--- config.mk ---
export PLATFORM = sky130hd
export DESIGN_NAME = matrix_stream_feeder
export DESIGN_NICKNAME = d
export VERILOG_FILES = /design/src/rtl/matrix_pkg.sv /design/src/rtl/matrix_stream_feeder_addr_gen.sv /design/src/rtl/matrix_stream_feeder.sv
export SDC_FILE = /design/constraint.sdc
export NUM_CORES = 1
export LEC_CHECK = 0
export BUFFER_PORTS_ARGS = -buffer_cell sky130_fd_sc_hd__buf_2
export CAP_MARGIN = 40
export CORE_MARGIN = 3
export CORE_UTILIZATION = 58
export CTS_BUF_LIST = sky130_fd_sc_hd__clkbuf_2 sky130_fd_sc_hd__clkbuf_4 sky130_fd_sc_hd__clkbuf_8
export CTS_CLUSTER_DIAMETER = 200
export CTS_CLUSTER_SIZE = 40
export DETAILED_ROUTE_END_ITERATION = 10
export GPL_ROUTABILITY_DRIVEN = 1
export PLACE_DENSITY = 0.82
export SETUP_SLACK_MARGIN = 0.3
export SLEW_MARGIN = 15
export SYNTH_ARGS = -nofsm -noshare
export SYNTH_HDL_FRONTEND = slang
export SYNTH_SLANG_ARGS = --single-unit
--- constraint.sdc ---
create_clock -name clk -period 3.05 [get_ports clk]
set_input_delay 0.7625 -clock clk [delete_from_list [all_inputs] [get_ports clk]]
set_output_delay 0.7625 -clock clk [all_outputs]
set_load 0.005 [all_outputs]
--- src/rtl/matrix_pkg.sv ---
// Shared definitions for the matrix feeder/multiplier pair: FSM states, beat geometry
// and beat-packing slot order.
package matrix_pkg;

    typedef enum logic [2:0] {
        ST_IDLE,
        ST_ISSUE,
        ST_WAIT,
        ST_EMIT,
        ST_DONE
    } feeder_state_t;

    localparam int MW_DEFAULT   = 4;
    localparam int SLOTS        = 4;
    localparam int ISSUE_CYCLES = 4;

    // Element order inside a beat, most significant element first.
    localparam int SLOT_A0 = 0;
    localparam int SLOT_A1 = 1;
    localparam int SLOT_B0 = 2;
    localparam int SLOT_B1 = 3;

    function automatic int beats_for(input int mw);
        return mw * mw / 2;
    endfunction

    localparam int BEATS = beats_for(MW_DEFAULT);

endpackage

--- src/rtl/matrix_stream_feeder_addr_gen.sv ---
// Column/row-pair/slot counters of the feeder and the registered element address
// they select (base + r*MW + c, wrapping modulo 2^ADDR_WIDTH).
module feeder_addr_gen
    import matrix_pkg::*;
#(
    parameter int MATRIX_WIDTH = 4,
    parameter int ADDR_WIDTH   = 8
) (
    input  logic                  clk,
    input  logic                  reset,
    input  logic                  i_load,
    input  logic [ADDR_WIDTH-1:0] i_a_base,
    input  logic [ADDR_WIDTH-1:0] i_b_base,
    input  logic                  i_step,
    input  logic                  i_next,
    output logic [ADDR_WIDTH-1:0] o_mem_addr,
    output logic [1:0]            o_slot,
    output logic                  o_last_slot,
    output logic                  o_last_beat
);

    localparam int CW = $clog2(MATRIX_WIDTH);
    localparam logic [CW-1:0] ROW_LAST = CW'(MATRIX_WIDTH - 2);
    localparam logic [CW-1:0] COL_LAST = CW'(MATRIX_WIDTH - 1);

    logic [ADDR_WIDTH-1:0] r_a_base;
    logic [ADDR_WIDTH-1:0] r_b_base;
    logic [ADDR_WIDTH-1:0] r_addr;
    logic [CW-1:0]         r_row;
    logic [CW-1:0]         r_col;
    logic [1:0]            r_slot;
    logic [CW-1:0]         w_next_row;
    logic [CW-1:0]         w_next_col;
    logic [1:0]            w_next_slot;

    function automatic logic [ADDR_WIDTH-1:0] elem_addr(
        input logic [ADDR_WIDTH-1:0] base,
        input logic [CW-1:0]         row,
        input logic [CW-1:0]         col
    );
        return base + ADDR_WIDTH'(row) * ADDR_WIDTH'(MATRIX_WIDTH) + ADDR_WIDTH'(col);
    endfunction

    assign w_next_slot = r_slot + 2'd1;
    assign w_next_row  = (r_row == ROW_LAST) ? '0 : r_row + CW'(2);
    assign w_next_col  = (r_row == ROW_LAST) ? r_col + CW'(1) : r_col;

    // Slot bit 1 selects the B matrix, slot bit 0 the odd row of the pair.
    always_ff @(posedge clk or negedge reset) begin
        if (!reset) begin
            r_a_base <= '0;
            r_b_base <= '0;
            r_addr   <= '0;
            r_row    <= '0;
            r_col    <= '0;
            r_slot   <= '0;
        end else if (i_load) begin
            r_a_base <= i_a_base;
            r_b_base <= i_b_base;
            r_row    <= '0;
            r_col    <= '0;
            r_slot   <= '0;
            r_addr   <= elem_addr(i_a_base, '0, '0);
        end else if (i_step) begin
            r_slot <= w_next_slot;
            r_addr <= elem_addr(w_next_slot[1] ? r_b_base : r_a_base,
                                r_row + CW'(w_next_slot[0]), r_col);
        end else if (i_next) begin
            r_row  <= w_next_row;
            r_col  <= w_next_col;
            r_slot <= '0;
            r_addr <= elem_addr(r_a_base, w_next_row, w_next_col);
        end
    end

    assign o_mem_addr  = r_addr;
    assign o_slot      = r_slot;
    assign o_last_slot = (r_slot == 2'(ISSUE_CYCLES - 1));
    assign o_last_beat = (r_row == ROW_LAST) && (r_col == COL_LAST);

endmodule

--- src/rtl/matrix_stream_feeder.sv ---
// Streams A/B column pairs from a single-port element memory into 4-element beats.
// Optional MATRIX_FEEDER_STALL_EN adds a hold input that stretches EMIT.
module matrix_stream_feeder
    import matrix_pkg::*;
#(
    parameter int WIDTH        = 8,
    parameter int NUM_ELEMENTS = 4,
    parameter int MATRIX_WIDTH = 4,
    parameter int ADDR_WIDTH   = 8
) (
    input  logic                          clk,
    input  logic                          reset,
    input  logic                          start,
    input  logic [ADDR_WIDTH-1:0]         a_base,
    input  logic [ADDR_WIDTH-1:0]         b_base,
`ifdef MATRIX_FEEDER_STALL_EN
    input  logic                          hold,
`endif
    output logic                          busy,
    output logic                          done,
    output logic                          mem_ren,
    output logic [ADDR_WIDTH-1:0]         mem_addr,
    input  logic [WIDTH-1:0]              mem_rdata,
    output logic                          read_en,
    output logic [NUM_ELEMENTS*WIDTH-1:0] rdata
);

    localparam int SLOT_W = $clog2(SLOTS);

    feeder_state_t                 r_state;
    logic                          r_busy;
    logic                          r_done;
    logic                          r_mem_ren;
    logic                          r_read_en;
    logic [NUM_ELEMENTS*WIDTH-1:0] r_rdata;
    logic [WIDTH-1:0]              r_gath_a0;
    logic [WIDTH-1:0]              r_gath_a1;
    logic [WIDTH-1:0]              r_gath_b0;
    logic                          r_cap_vld;
    logic [SLOT_W-1:0]             r_cap_slot;

    logic                          w_hold;
    logic                          w_load;
    logic                          w_step;
    logic                          w_next;
    logic [1:0]                    w_slot;
    logic                          w_last_slot;
    logic                          w_last_beat;

`ifdef MATRIX_FEEDER_STALL_EN
    assign w_hold  = hold;
    assign read_en = r_read_en & ~hold;
`else
    assign w_hold  = 1'b0;
    assign read_en = r_read_en;
`endif

    assign w_load = (r_state == ST_IDLE)  && start;
    assign w_step = (r_state == ST_ISSUE) && !w_last_slot;
    assign w_next = (r_state == ST_EMIT)  && !w_hold && !w_last_beat;

    feeder_addr_gen #(
        .MATRIX_WIDTH (MATRIX_WIDTH),
        .ADDR_WIDTH   (ADDR_WIDTH)
    ) u_addr_gen (
        .clk         (clk),
        .reset       (reset),
        .i_load      (w_load),
        .i_a_base    (a_base),
        .i_b_base    (b_base),
        .i_step      (w_step),
        .i_next      (w_next),
        .o_mem_addr  (mem_addr),
        .o_slot      (w_slot),
        .o_last_slot (w_last_slot),
        .o_last_beat (w_last_beat)
    );

    always_ff @(posedge clk or negedge reset) begin
        if (!reset) begin
            r_state   <= ST_IDLE;
            r_busy    <= 1'b0;
            r_done    <= 1'b0;
            r_mem_ren <= 1'b0;
            r_read_en <= 1'b0;
            r_rdata   <= '0;
        end else begin
            r_done <= 1'b0;
            case (r_state)
                ST_IDLE: begin
                    if (start) begin
                        r_state   <= ST_ISSUE;
                        r_busy    <= 1'b1;
                        r_mem_ren <= 1'b1;
                    end
                end
                ST_ISSUE: begin
                    if (w_last_slot) begin
                        r_state   <= ST_WAIT;
                        r_mem_ren <= 1'b0;
                    end
                end
                // The last slot's data is on mem_rdata now, so it bypasses the gather stage.
                ST_WAIT: begin
                    r_state   <= ST_EMIT;
                    r_read_en <= 1'b1;
                    r_rdata   <= {r_gath_a0, r_gath_a1, r_gath_b0, mem_rdata};
                end
                ST_EMIT: begin
                    if (!w_hold) begin
                        r_read_en <= 1'b0;
                        if (w_last_beat) begin
                            r_state <= ST_DONE;
                            r_busy  <= 1'b0;
                            r_done  <= 1'b1;
                        end else begin
                            r_state   <= ST_ISSUE;
                            r_mem_ren <= 1'b1;
                        end
                    end
                end
                ST_DONE: r_state <= ST_IDLE;
                default: r_state <= ST_IDLE;
            endcase
        end
    end

    always_ff @(posedge clk or negedge reset) begin
        if (!reset) begin
            r_cap_vld  <= 1'b0;
            r_cap_slot <= '0;
            r_gath_a0  <= '0;
            r_gath_a1  <= '0;
            r_gath_b0  <= '0;
        end else begin
            r_cap_vld  <= r_mem_ren;
            r_cap_slot <= SLOT_W'(w_slot);
            if (r_cap_vld) begin
                case (r_cap_slot)
                    SLOT_W'(SLOT_A0): r_gath_a0 <= mem_rdata;
                    SLOT_W'(SLOT_A1): r_gath_a1 <= mem_rdata;
                    SLOT_W'(SLOT_B0): r_gath_b0 <= mem_rdata;
                    default: ;
                endcase
            end
        end
    end

    assign busy    = r_busy;
    assign done    = r_done;
    assign mem_ren = r_mem_ren;
    assign rdata   = r_rdata;

endmodule

=== After elaboration in Yosys (flattened, before gate mapping) ===
Index checks and enable logic that the tools add are counted.

* Register bits: 96
* Input bits: 27
* Output and inout port bits: 44
* Logic and storage cells: 86

* Add/sub/neg operators: 8
* Equality and inequality tests: 13
* Muxes and demuxes: 28
* Reduce and logical (&&, ||, !) cells: 20

{| class="wikitable"
|+ Operator list
! operator !! count
|-
| 8-bit two-way mux || 4
|-
| 2-bit two-way mux || 11
|-
| 8-bit by 2-bit adder with 8-bit output || 2
|-
| 8-bit by 4-bit adder with 8-bit output || 2
|-
| 3-bit case mux with 4 select lines || 1
|-
| 2-bit AND reduction || 5
|-
| 3-bit two-way mux || 3
|-
| 2-bit equality test (second input constant) || 4
|-
| 2-bit inequality test (second input constant) || 4
|-
| 3-bit by 2-bit equality test with 1-bit output (second input constant) || 2
|-
| 1-bit two-way mux || 6
|-
| 2-bit nonzero test || 3
|-
| 3-bit nonzero test || 2
|-
| 2-bit by 1-bit adder with 2-bit output (second input constant) || 2
|-
| 1-bit logical AND || 4
|-
| 1-bit case mux with 2 select lines || 2
|-
| 4-bit AND reduction || 1
|-
| 3-bit by 1-bit equality test with 1-bit output (second input constant) || 1
|-
| 3-bit logical NOT || 1
|-
| 1-bit case mux with 3 select lines || 1
|-
| 3-bit AND reduction || 1
|-
| 2-bit by 1-bit adder with 2-bit output || 1
|-
| 2-bit adder (second input constant) || 1
|-
| 2-bit by 1-bit equality test with 1-bit output (second input constant) || 1
|-
| 3 further kinds || 4
|}

=== Logic depth before layout (Yosys ltp) ===
Gate-level depths: netlist (run 1).

* Depth after elaboration: 7
* Gate-level depth with buffers: 10
* Mapped depth without buffers: 10

=== By module ===
From an unflattened synthesis (run 1), not the netlist that was laid out.

* Cell total of the unflattened synthesis: 332
* Area, all modules: 4,531.8 um^2

{| class="wikitable"
|+ By module, submodules not included
! module !! instances !! cells an instance !! area each (um^2) !! sequential area each (um^2)
|-
| matrix_stream_feeder || 1 || 153 || 2,660.1 || 1,651.6
|-
| feeder_addr_gen || 1 || 179 || 1,871.8 || 750.7
|}

=== Least setup slack after synthesis (run 1) ===
Ideal clock, no wire load.

* Path type: reg2reg
* Start point: reg u_addr_gen.r_slot[0], in the netlist u_addr_gen.o_slot[0]
* End point: reg u_addr_gen.r_addr[6], in the netlist u_addr_gen.o_mem_addr[6]
* Library setup time: 87 ps
* Arrival time: 2,700 ps
* Data required time: 2,963 ps
* Slack: 263 ps
* Stages on the path, launching flop included: 11
* Buffers on the path: 1
* Period minus slack after synthesis: 2,787 ps
* Cell sequence: dfrtp_1 -> ha_1 -> buf_2 -> mux2_2 -> ha_1 -> fa_1 -> a21o_1 -> a21oi_1 -> nor3_1 -> o21a_1 -> o211ai_1

* Longest elaborated chain between the ends: 6
* Elaborated cells on any way between the ends: 11
* Classes of those cells: 4 x add/sub; 1 x eq/ne; 3 x mux; 3 x reduce/logical

{| class="wikitable"
|+ Ends and longest elaborated chain
! what !! line !! source
|-
| from (decl) || matrix_stream_feeder_addr_gen.sv:31 || <nowiki>logic [1:0] r_slot;</nowiki>
|-
| from (signal assigned) || matrix_stream_feeder_addr_gen.sv:65 || <nowiki>r_slot <= w_next_slot;</nowiki>
|-
| 2-bit by 1-bit adder with 2-bit output || matrix_stream_feeder_addr_gen.sv:44 || <nowiki>assign w_next_slot = r_slot + 2'd1;</nowiki>
|-
| 2-bit by 1-bit adder with 2-bit output / 8-bit two-way mux (equally long branches) || matrix_stream_feeder_addr_gen.sv:67, matrix_stream_feeder_addr_gen.sv:66 ||
|-
| 8-bit by 4-bit adder with 8-bit output || matrix_stream_feeder_addr_gen.sv:41 || <nowiki>return base + ADDR_WIDTH'(row) * ADDR_WIDTH'(MATRIX_WIDTH) + ADDR_WIDTH'(col);</nowiki>
|-
| 8-bit by 2-bit adder with 8-bit output || matrix_stream_feeder_addr_gen.sv:41 ||
|-
| 8-bit two-way mux || matrix_stream_feeder_addr_gen.sv:64 || <nowiki>end else if (i_step) begin</nowiki>
|-
| 8-bit two-way mux || matrix_stream_feeder_addr_gen.sv:57 || <nowiki>end else if (i_load) begin</nowiki>
|-
| to (signal assigned) || matrix_stream_feeder_addr_gen.sv:63 || <nowiki>r_addr <= elem_addr(i_a_base, '0, '0);</nowiki>
|-
| to (signal assigned) || matrix_stream_feeder_addr_gen.sv:66 || <nowiki>r_addr <= elem_addr(w_next_slot[1] ? r_b_base : r_a_base,</nowiki>
|-
| to (signal assigned) || matrix_stream_feeder_addr_gen.sv:72 || <nowiki>r_addr <= elem_addr(r_a_base, w_next_row, w_next_col);</nowiki>
|-
| to (decl) || matrix_stream_feeder_addr_gen.sv:28 || <nowiki>logic [ADDR_WIDTH-1:0] r_addr;</nowiki>
|}

Several ways; a longest one is shown, not always the timed one.
A chain may end at the register's enable or synchronous reset.

=== Worst setup path after layout (run 1) ===
Same ends and word-level chain as after synthesis.

==> results.py, run 1 <==
metrics = {
    "clock_network": {
        "ctsResizeCount": 1,
        "holdBufCountCts": 0,
        "cts-root-buf": "clkbuf_8",
        "cts_tree": "built",
        "clock_latency_ns": 0.38,
        "clk_pin_slew_ns": 0.10,
        "htreeDepth": 3,
        "cts_buffers": 9,
        "cts_sinks": 96,
        "cts_buffer_depth": 2,
        "post_cts_buffers": 0,
    },
    "global_routing": {
        "grt_pass1_vias": 2998,
        "track_usage_pct": 22.2,
        "grt_pass1_wl_um": 15100,
        "grt_max_degree": 97,
        "grt_remaining_overflow": 0,
        "antenna_found_initial": 0,
    },
    "detailed_routing": {
        "drt_wl_total_um": 8890,
        "first_pass_iters": 4,
        "drtIter0Drc": 125,
        "vias": 3018,
        "wl_per_cell_um": 16.6,
        "drc": 0,
        "viasPerCell": 5.64,
        "antenna_left": 0,
    },
    "pwr": {
        "p_comb_share_pct": 46.0,
        "power.leakage_nw": 2.46,
        "seqPwrFrac_pct": 39.6,
        "intPower_mw": 3.58,
        "switchingPower_mw": 2.26,
        "vdd_ir_drop_max_v": 0.000619,
        "swShare_pct": 38.7,
        "p_per_area_nw_per_um2": 1160,
        "clkPwrFrac_pct": 14.4,
    },
    "placed_design": {
        "globalplace.congestion": 0.861,
        "port_buffers": 70,
        "pre_cts_ws_ns": 0.256,
        "hpwl_um": 6270,
    },
    "logic_synthesis": {
        "synthCells": 361,
        "synth-edff-count": 0,
        "yosys_warnings": 0,
        "syn_nets": 401,
        "seq_area_frac_synth_pct": 55.2,
        "ys.flop_type": "dfrtp_1",
        "synthArstFlopShare_pct": 100,
        "syn-cell-area_um2": 4360,
        "syn_avg_cell_area_um2": 12.1,
        "synth-seq-cells": 96,
        "synth_cell_types": 46,
    },
    "sta": {
        "relSlewSlack_pct": 44.5,
        "worst_pin_slew_ns": 0.831,
        "fin_skew_ns": 0.0126,
        "period_minus_slack_ns": 2.66,
        "final_hold_viol_count": 0,
        "slew_viol_final": 0,
        "final.setup.tns_ns": 0,
        "fmax_ghz": 0.376,
        "rsz0062_at_grt": "false",
        "finalSetupViolCount": 0,
        "layout_setup_ws_ns": 0.390,
        "fin_crit_sh_pct": 87.2,
    },
    "die": {
        "die_area_um2": 8580,
        "fp.dieW_um": 92.7,
        "initial_core_util_pct": 62.0,
        "die_y_um": 92.7,
        "io_pins": 71,
        "core_region_area_um2": 7020,
        "num_rows": 30,
    },
    "final_layout": {
        "drive_gt1_share_pct": 38.0,
        "diodes": 0,
        "regArea_um2": 2400,
        "fillers": 508,
        "nets": 474,
        "multi_input_area_um2": 1870,
        "syn2layout_area_growth_pct": 15.3,
        "mostFrequentLayoutCells": "95 x dfrtp_1, 69 x buf_2, 63 x mux2_2, 63 x nand2_1, 13 x o21ai_0",
        "final_common_cell": "dfrtp_1",
    },
    "setup_path": {
        "startpoint_type": "register",
        "r2r-start": "u_addr_gen.o_slot[0]",
        "crit_arrival_ns": 2.95,
        "critical_path.endpoint_type": "register",
        "worstPathMaxFanout": 5,
        "critPathRequiredTime_ns": 3.34,
        "startpoint": "u_addr_gen.o_slot[0]",
        "crit_type": "register to register",
    },
    "hold_path": {
        "hold_path_class": "input port to asynchronous set/reset pin",
    },
    "job": {
        "cap_violations": 0,
    },
    "outcome": {
        "outcome": "complete, no violations",
    },
}
[path summary, 6_finish.rpt]
check | to | slack, ns | cells past startpoint
worst min register to register | r_cap_vld | 0.45 | 0
max in group asynchronous | u_addr_gen.o_slot[0] | 2.24 | 2
worst min-delay path | rdata[2] | 0.42 | 2
worst max-delay path | u_addr_gen.o_mem_addr[6] | 0.39 | 9
worst max register to register | u_addr_gen.o_mem_addr[6] | 0.39 | 9
min in group clk | r_cap_vld | 0.45 | 0
[per-stage QoR]
stage / power, mW / hold WS, ns / std cells / utilization (%) / area (µm²)
final: 5.85 / 0.417 / 535 / 71.6 / 5020
after global routing: 6.29 / 0.450 / 535 / 71.6 / 5020
after CTS: 5.83 / 0.415 / 535 / 71.4 / 5010
after detailed placement: 4.98 / 0.398 / 519 / 68.5 / 4810
after global placement: 4.81 / 0.386 / 519 / 68.5 / 4810
after floorplan: 4.12 / 0.378 / 361 / - / 4360
[cell usage after synthesis, drive strengths merged, types with 6 or more instances]
library cell	number	area share [%]
nand2	63	5.4
a21oi	11	1.3
ha	11	3.2
mux2	63	16
nor2	11	0.95
o21ai	14	1.6
mux2i	6	1.4
buf	12	1.7
a21o	6	1.0
dfrtp	96	55
[metal layers]
metal,global-route usage [%],part of all wire [%]
met1,30.8,44
met2,35.7,49
met3,4.14,5.0
met4,7.20,1.8
met5,0,0
[worst max-delay path: stages (launching register included)]
cell	delay, ns
dfrtp_2	0.46
ha_4	0.31
mux2_2	0.34
ha_1	0.22
fa_1	0.41
a21o_1	0.19
a21oi_2	0.20
nor3_1	0.08
o21a_1	0.18
o211ai_1	0.18
[sequential cells by signal, summed over array words and instances, names as in the netlist]
signal	count
u_addr_gen.o_slot	2
r_cap_slot	2
rdata	32
read_en	1
r_cap_vld	1
u_addr_gen.r_b_base	8
u_addr_gen.r_row	2
mem_ren	1
u_addr_gen.o_mem_addr	8
u_addr_gen.r_col	2
r_gath_a1	8
u_addr_gen.r_a_base	8
done	1
r_state	3
r_gath_b0	8
busy	1
r_gath_a0	8
[cells by family (layout without fill, tap and decap cells)]
logic type	Yosys count	count (layout)	share of synthesized area, %
compound gates	51	51	7.44
xor+xnor	9	9	1.81
fa+ha+maj	13	13	4.08
buf+inv	18	96	2.24
flops	96	96	55.2
mux	69	69	17.7
simple gates	105	105	11.6
[power by group through the flow]
stage | Sequential (mW) | Combinational [mW] | Clock (mW)
2_1_floorplan | 2.22 | 1.91 | 0
3_3_place_gp | 2.28 | 2.53 | 0
3_5_place_dp | 2.32 | 2.66 | 0
4_1_cts | 2.30 | 2.68 | 0.849
5_1_grt | 2.39 | 2.98 | 0.924
6_report | 2.31 | 2.69 | 0.842
[area by class of cell]
| class | count | area share [%] |
|---|---|---|
| tap | 96 | 2.39 |
| sequential | 96 | 47.8 |
| timing repair buffer | 76 | 8.17 |
| inverter | 4 | 0.299 |
| clock inverter | 7 | 1.52 |
| clock buffer | 9 | 2.47 |
| multi-input combinational | 247 | 37.3 |
Power figures use the tool's default switching activity.
==> run 2, diff against run 1 <==
--- a/config.mk
+++ b/config.mk
@@ -5,6 +5,7 @@
 export SDC_FILE = /design/constraint.sdc
 export NUM_CORES = 1
 export LEC_CHECK = 0
+export ABC_CLOCK_PERIOD_IN_PS = 3050
 export BUFFER_PORTS_ARGS = -buffer_cell sky130_fd_sc_hd__buf_2
 export CAP_MARGIN = 40
 export CORE_MARGIN = 3
@@ -14,7 +15,7 @@
 export CTS_CLUSTER_SIZE = 40
 export DETAILED_ROUTE_END_ITERATION = 10
 export GPL_ROUTABILITY_DRIVEN = 1
-export PLACE_DENSITY = 0.82
+export PLACE_DENSITY = 0.89
 export SETUP_SLACK_MARGIN = 0.3
 export SLEW_MARGIN = 15
 export SYNTH_ARGS = -nofsm -noshare
==> run 2 against run 1 <==
  * Global-route usage up 0.057 points
  * Die area unchanged
  * Via count down 0.13%
  * First-iteration DRC count up 1.6%
  * Hold slack worse by 0.037 ns
  * Maximum frequency up 2.9%
  * Worst setup slack better by 0.074 ns
  * Sequential cell count unchanged
  * Clock skew up 0.0010 ns
  * Register-to-register slack better by 0.07 ns
  * Sequential share of layout area down 0.21 points
  * Clock power down 2%
  * Critical endpoint unchanged
==> results.py, run 2 (same netlist as run 1, synthesis figures left out) <==
metrics = {
    "outcome": {
        "outcome": "complete, no violations",
    },
    "job": {
        "cap_violations": 0,
    },
    "global_routing": {
        "grt_remaining_overflow": 0,
        "track_usage_pct": 22.3,
        "grt_pass1_vias": 3037,
        "antenna_found_initial": 0,
        "grt_max_degree": 54,
        "grt_pass1_wl_um": 14900,
    },
    "setup_path": {
        "worstPathMaxFanout": 5,
        "path_cells": "ha_4, mux2_2, ha_1, fa_2, a21o_1, a21oi_4, nor3_1, o21a_1, o211ai_1",
        "cp_top_family": "adder cells",
        "crit_type": "register to register",
        "critPathSlowestCell": "dfrtp_2",
        "critPathRequiredTime_ns": 3.33,
        "path_buf_inv": 0,
        "crit_arrival_ns": 2.87,
        "startpoint_type": "register",
        "critical_path.endpoint_type": "register",
        "max_stage_delay_ns": 0.46,
    },
    "clock_network": {
        "cts_sinks": 96,
        "cts_buffers": 9,
        "clk_pin_slew_ns": 0.10,
        "cts_buffer_depth": 2,
        "clock_latency_ns": 0.37,
        "htreeDepth": 3,
        "cts-root-buf": "clkbuf_8",
        "cts_tree": "built",
    },
    "sta": {
        "fin_crit_sh_pct": 84.8,
        "worst_pin_slew_ns": 0.746,
        "final_hold_viol_count": 0,
        "fmax_ghz": 0.387,
        "slew_viol_final": 0,
        "period_minus_slack_ns": 2.59,
        "rsz0062_at_grt": "false",
        "relSlewSlack_pct": 50.1,
        "finalSetupViolCount": 0,
        "fin_skew_ns": 0.0136,
        "final.setup.tns_ns": 0,
        "whs_ns": 0.380,
    },
    "detailed_routing": {
        "first_pass_iters": 4,
        "antenna_left": 0,
        "wl_per_cell_um": 16.4,
        "viasPerCell": 5.62,
        "vias": 3014,
        "drc": 0,
        "drtIter0Drc": 127,
        "drt_wl_total_um": 8820,
    },
    "final_layout": {
        "final_common_cell": "dfrtp_1",
        "nets": 475,
        "drive_gt1_share_pct": 38.4,
        "largest_reg_flops": 32,
        "fin_util_pct": 71.9,
        "mostFrequentLayoutCells": "95 x dfrtp_1, 69 x buf_2, 63 x mux2_2, 63 x nand2_1, 13 x o21ai_0",
        "diodes": 0,
        "syn2layout_area_growth_pct": 15.9,
    },
    "hold_path": {
        "hold_path_class": "input port to asynchronous set/reset pin",
    },
    "die": {
        "die_area_um2": 8580,
        "initial_core_util_pct": 62.0,
        "core_region_area_um2": 7020,
        "io_pins": 71,
        "fp.dieW_um": 92.7,
        "num_rows": 30,
        "die_y_um": 92.7,
    },
    "placed_design": {
        "globalplace.congestion": 0.873,
        "hpwl_um": 6340,
        "port_buffers": 70,
    },
    "pwr": {
        "vdd_ir_drop_max_v": 0.000658,
        "total_power_mw": 5.88,
        "p_per_area_nw_per_um2": 1160,
        "power.leakage_nw": 2.46,
    },
}
-- run 2: worst paths after layout --
check,start,endpoint,slack [ns],depth (start not counted)
worst max register to register,u_addr_gen.o_slot[0],u_addr_gen.o_mem_addr[6],0.46,9
worst min register to register,mem_ren,r_cap_vld,0.42,0
worst min-delay path,reset,r_gath_a0[1],0.38,1
min in group clk,mem_ren,r_cap_vld,0.42,0
max in group asynchronous,reset,rdata[7],2.01,2
worst max-delay path,u_addr_gen.o_slot[0],u_addr_gen.o_mem_addr[6],0.46,9
-- run 2: timing repair --
action,CTS,global route
setup buffers,0,1
cloned,0,0
resized for setup,2,4
setup endpoints to repair,2,2
hold buffers,0,0
-- run 2: worst register-to-register path, stage by stage (launching register included) --
cell and delay [ns]:
dfrtp_2 0.46, ha_4 0.31, mux2_2 0.34, ha_1 0.22, fa_2 0.36, a21o_1 0.20
a21oi_4 0.18, nor3_1 0.08, o21a_1 0.17, o211ai_1 0.18
-- run 2: where the power goes --
part / switching (mW) / internal (mW) / leakage, nW
clock: 0.497 / 0.329 / 0.104
sequential: 0.423 / 1.89 / 1.17
combinational: 1.36 / 1.39 / 1.19
-- run 2: area by class of cell --
cell class | instances | area (µm²)
flip-flops and latches | 96 | 2400
fillers | 508 | 1970
multi-input cells | 247 | 1880
repair buffers | 77 | 418
clock buffers | 9 | 124
well taps | 96 | 120
clock inverters | 7 | 81.3
inverters | 4 | 15.0
-- run 2: per-stage QoR --
stage	std cells	setup slack (ns)	area (µm²)
after detailed placement	519	0.180	4810
after CTS	535	0.307	5020
after global placement	519	0.372	4810
after floorplan	361	0.311	4360
final	536	0.464	5050
after global routing	536	0.346	5050
-- run 2: layer usage --
layer  wire length (µm)  track usage [%]
met5                  0                0
met1               3890             29.6
met4                112             7.69
met3                421             4.63
met2               4400             36.6
==> run 3, diff against run 2 <==
--- a/config.mk
+++ b/config.mk
@@ -5,7 +5,8 @@
 export SDC_FILE = /design/constraint.sdc
 export NUM_CORES = 1
 export LEC_CHECK = 0
-export ABC_CLOCK_PERIOD_IN_PS = 3050
+export ABC_AREA = 1
+export ABC_CLOCK_PERIOD_IN_PS = 2600
 export BUFFER_PORTS_ARGS = -buffer_cell sky130_fd_sc_hd__buf_2
 export CAP_MARGIN = 40
 export CORE_MARGIN = 3
==> constraint.sdc (replaced) <==
create_clock -name clk -period 2.6 [get_ports clk]
set_input_delay 0.65 -clock clk [delete_from_list [all_inputs] [get_ports clk]]
set_output_delay 0.65 -clock clk [all_outputs]
set_load 0.005 [all_outputs]
==> run 3 against run 2 <==
  * Global-route usage is 1.5 points higher
  * Hold slack worse by 0.15 ns
  * Via count is 14% higher
  * First-iteration DRC count is 77% higher
  * Design area is 1.7% higher
  * Cell count is 19% higher
  * Maximum frequency is 14% higher
  * Combinational power is 25% higher
  * Largest cell class unchanged
  * Highest routed layer unchanged
==> results.py, run 3 <==
metrics = {
    "detailed_routing": {
        "drc": 0,
        "vias": 3438,
        "drtIter0Drc": 225,
        "first_pass_iters": 4,
        "viasPerCell": 5.41,
        "wl_per_cell_um": 15.1,
        "drt_wl_total_um": 9580,
        "antenna_left": 0,
    },
    "final_layout": {
        "fin_util_pct": 70.4,
        "mostFrequentLayoutCells": "120 x nand2_1, 95 x dfrtp_1, 69 x buf_2",
        "nets": 573,
        "final_common_cell": "nand2_1",
        "fillers": 564,
        "drive_gt1_share_pct": 29.1,
        "multi_input_area_um2": 1770,
        "largest_reg_flops": 32,
        "diodes": 0,
        "regArea_um2": 2400,
        "syn2layout_area_growth_pct": 17.2,
    },
    "pwr": {
        "power.leakage_nw": 2.63,
        "seqPwrFrac_pct": 37.4,
        "switchingPower_mw": 2.93,
        "swShare_pct": 41.5,
        "p_per_area_nw_per_um2": 1380,
        "intPower_mw": 4.13,
        "p_comb_share_pct": 48.4,
        "clkPwrFrac_pct": 14.2,
        "vdd_ir_drop_max_v": 0.000638,
        "total_power_mw": 7.07,
    },
    "die": {
        "fp.dieW_um": 92.9,
        "initial_core_util_pct": 60.1,
        "io_pins": 71,
        "num_rows": 31,
        "core_region_area_um2": 7290,
        "die_y_um": 92.9,
        "die_area_um2": 8630,
    },
    "sta": {
        "rsz0062_at_grt": "true",
        "period_minus_slack_ns": 2.27,
        "layout_setup_ws_ns": 0.333,
        "fin_skew_ns": 0.00737,
        "fmax_ghz": 0.441,
        "final.setup.tns_ns": 0,
        "relSlewSlack_pct": 64.8,
        "slew_viol_final": 0,
        "finalSetupViolCount": 0,
        "worst_pin_slew_ns": 0.527,
        "fin_crit_sh_pct": 87.2,
        "whs_ns": 0.234,
        "final_hold_viol_count": 0,
    },
    "logic_synthesis": {
        "seq_area_frac_synth_pct": 54.9,
        "syn_avg_cell_area_um2": 9.62,
        "yosys_warnings": 0,
        "synth_compound_area_share_pct": 9.20,
        "synthXorXnorAreaFrac_pct": 0.400,
        "synth-seq-cells": 96,
        "synth_cell_types": 39,
        "syn_nets": 495,
        "yosys.area.top_type": "dfrtp_1",
        "synthSimpleGateAreaFrac_pct": 19.3,
        "synth_top_family_by_area": "simple AND/OR/NAND/NOR gates",
        "synthArstFlopShare_pct": 100,
        "syn-cell-area_um2": 4380,
        "synthAdderAreaFrac_pct": 4.06,
        "synth_top_cell_area_share_pct": 54.9,
        "yosys-top-cells-area": "dfrtp_1 55%, nand2_1 11%, mux2_2 6.2%",
        "yosysMostFrequentCell": "nand2_1",
        "ys.flop_type": "dfrtp_1",
        "synth-edff-count": 0,
        "synthMuxAreaShare_pct": 6.17,
        "synth_common_cells": "124 x nand2_1, 96 x dfrtp_1, 53 x o21ai_0",
        "synthCells": 455,
    },
    "global_routing": {
        "grt_max_degree": 43,
        "grt_pass1_wl_um": 16000,
        "track_usage_pct": 23.8,
        "grt_remaining_overflow": 0,
        "antenna_found_initial": 0,
        "grt_pass1_vias": 3364,
    },
    "placed_design": {
        "port_buffers": 70,
        "pre_cts_ws_ns": 0.212,
        "hpwl_um": 6710,
        "globalplace.congestion": 0.952,
    },
    "clock_network": {
        "cts_sinks": 96,
        "holdBufCountCts": 0,
        "cts_buffers": 9,
        "clock_latency_ns": 0.36,
        "htreeDepth": 3,
        "clk_pin_slew_ns": 0.09,
        "cts-root-buf": "clkbuf_8",
        "cts_tree": "built",
        "cts_buffer_depth": 2,
    },
    "outcome": {
        "outcome": "complete, no violations",
    },
    "setup_path": {
        "startpoint_type": "register",
        "crit_type": "register to register",
        "critical_path.endpoint_type": "register",
        "crit_arrival_ns": 2.56,
        "critPathRequiredTime_ns": 2.90,
        "worstPathMaxFanout": 7,
    },
    "hold_path": {
        "hold_path_class": "input port to asynchronous set/reset pin",
    },
    "job": {
        "cap_violations": 0,
    },
}
==> run 3: cell types whose count changed after synthesis, sizes merged, moves of 11 or more <==
cell   change
nand2     +65
nor2      +11
inv       +41
mux2      -39
o21ai     +42
nand3     +19
==> run 3: path summary, 6_finish.rpt <==
kind | depth (start not counted) | from | slack, ns | to
hold / removal | 1 | reset | 0.23 | r_gath_b0[5]
setup / recovery | 14 | u_addr_gen.o_slot[1] | 0.33 | u_addr_gen.o_mem_addr[5]
min in group clk | 0 | u_addr_gen.o_slot[0] | 0.45 | r_cap_slot[0]
setup reg to reg | 14 | u_addr_gen.o_slot[1] | 0.33 | u_addr_gen.o_mem_addr[5]
max in group asynchronous | 2 | reset | 1.71 | r_gath_a0[3]
hold reg to reg | 0 | u_addr_gen.o_slot[0] | 0.45 | r_cap_slot[0]
==> run 3: metrics by stage <==
step           std cells  area (µm²)
6_report             636        5130
5_1_grt              636        5130
4_1_cts              630        5030
3_5_place_dp         615        4820
3_3_place_gp         615        4820
2_1_floorplan        455        4380
==> run 3: power by group through the flow <==
stage               registers, mW  logic (mW)  clock network, mW
finish                       2.64        3.42               1.00
floorplan                    2.59        2.25                  0
global placement             2.61        3.00                  0
CTS                          2.64        3.18               1.01
global route                 2.73        3.86               1.09
detailed placement           2.66        3.14                  0
==> run 3: cell type report <==
cell class | count | share of cell area (%)
Tap cell | 99 | 2.41
Inverter | 45 | 3.53
Sequential cell | 96 | 46.8
Clock buffer | 10 | 2.68
Multi-Input combinational cell | 300 | 34.5
Timing Repair Buffer | 81 | 8.80
Clock inverter | 5 | 1.22
==> run 3: logic make-up (layout without fill, tap and decap cells) <==
logic type      after synthesis  count (layout)
compound gates               75              75
xor+xnor                      2               2
fa+ha+maj                    13              13
buf+inv                      59             141
flops                        96              96
mux                          24              24
simple gates                186             186
==> run 3: timing repair <==
action	CTS	global route
cloned	0	0
endpoints found under the setup margin	4	6
resized for setup	2	19
pin swaps	0	13
buffers inserted	0	6
==> run 3: routing by layer <==
metal  routed length, µm  GRT usage, %  vias to the layer above
met1                4060          29.9                     1676
met3                 458          3.66                       19
met2                4840          40.7                      105
met5                   0             0                        -
li1                    -             -                     1638
met4                 214          10.4                        0
==> run 3: worst max-delay path, cell delays in order, from the launching register on <==
cell and delay, ns:
dfrtp_1 0.43, ha_4 0.28, buf_6 0.14, nand2_2 0.05, o21ai_2 0.05, ha_1 0.34
a21oi_1 0.17, nand2_1 0.13, nand2_1 0.11, nand2_1 0.07, nand2_1 0.07, nand3_1 0.08
o21ai_1 0.10, nand2_1 0.07, a21oi_1 0.13
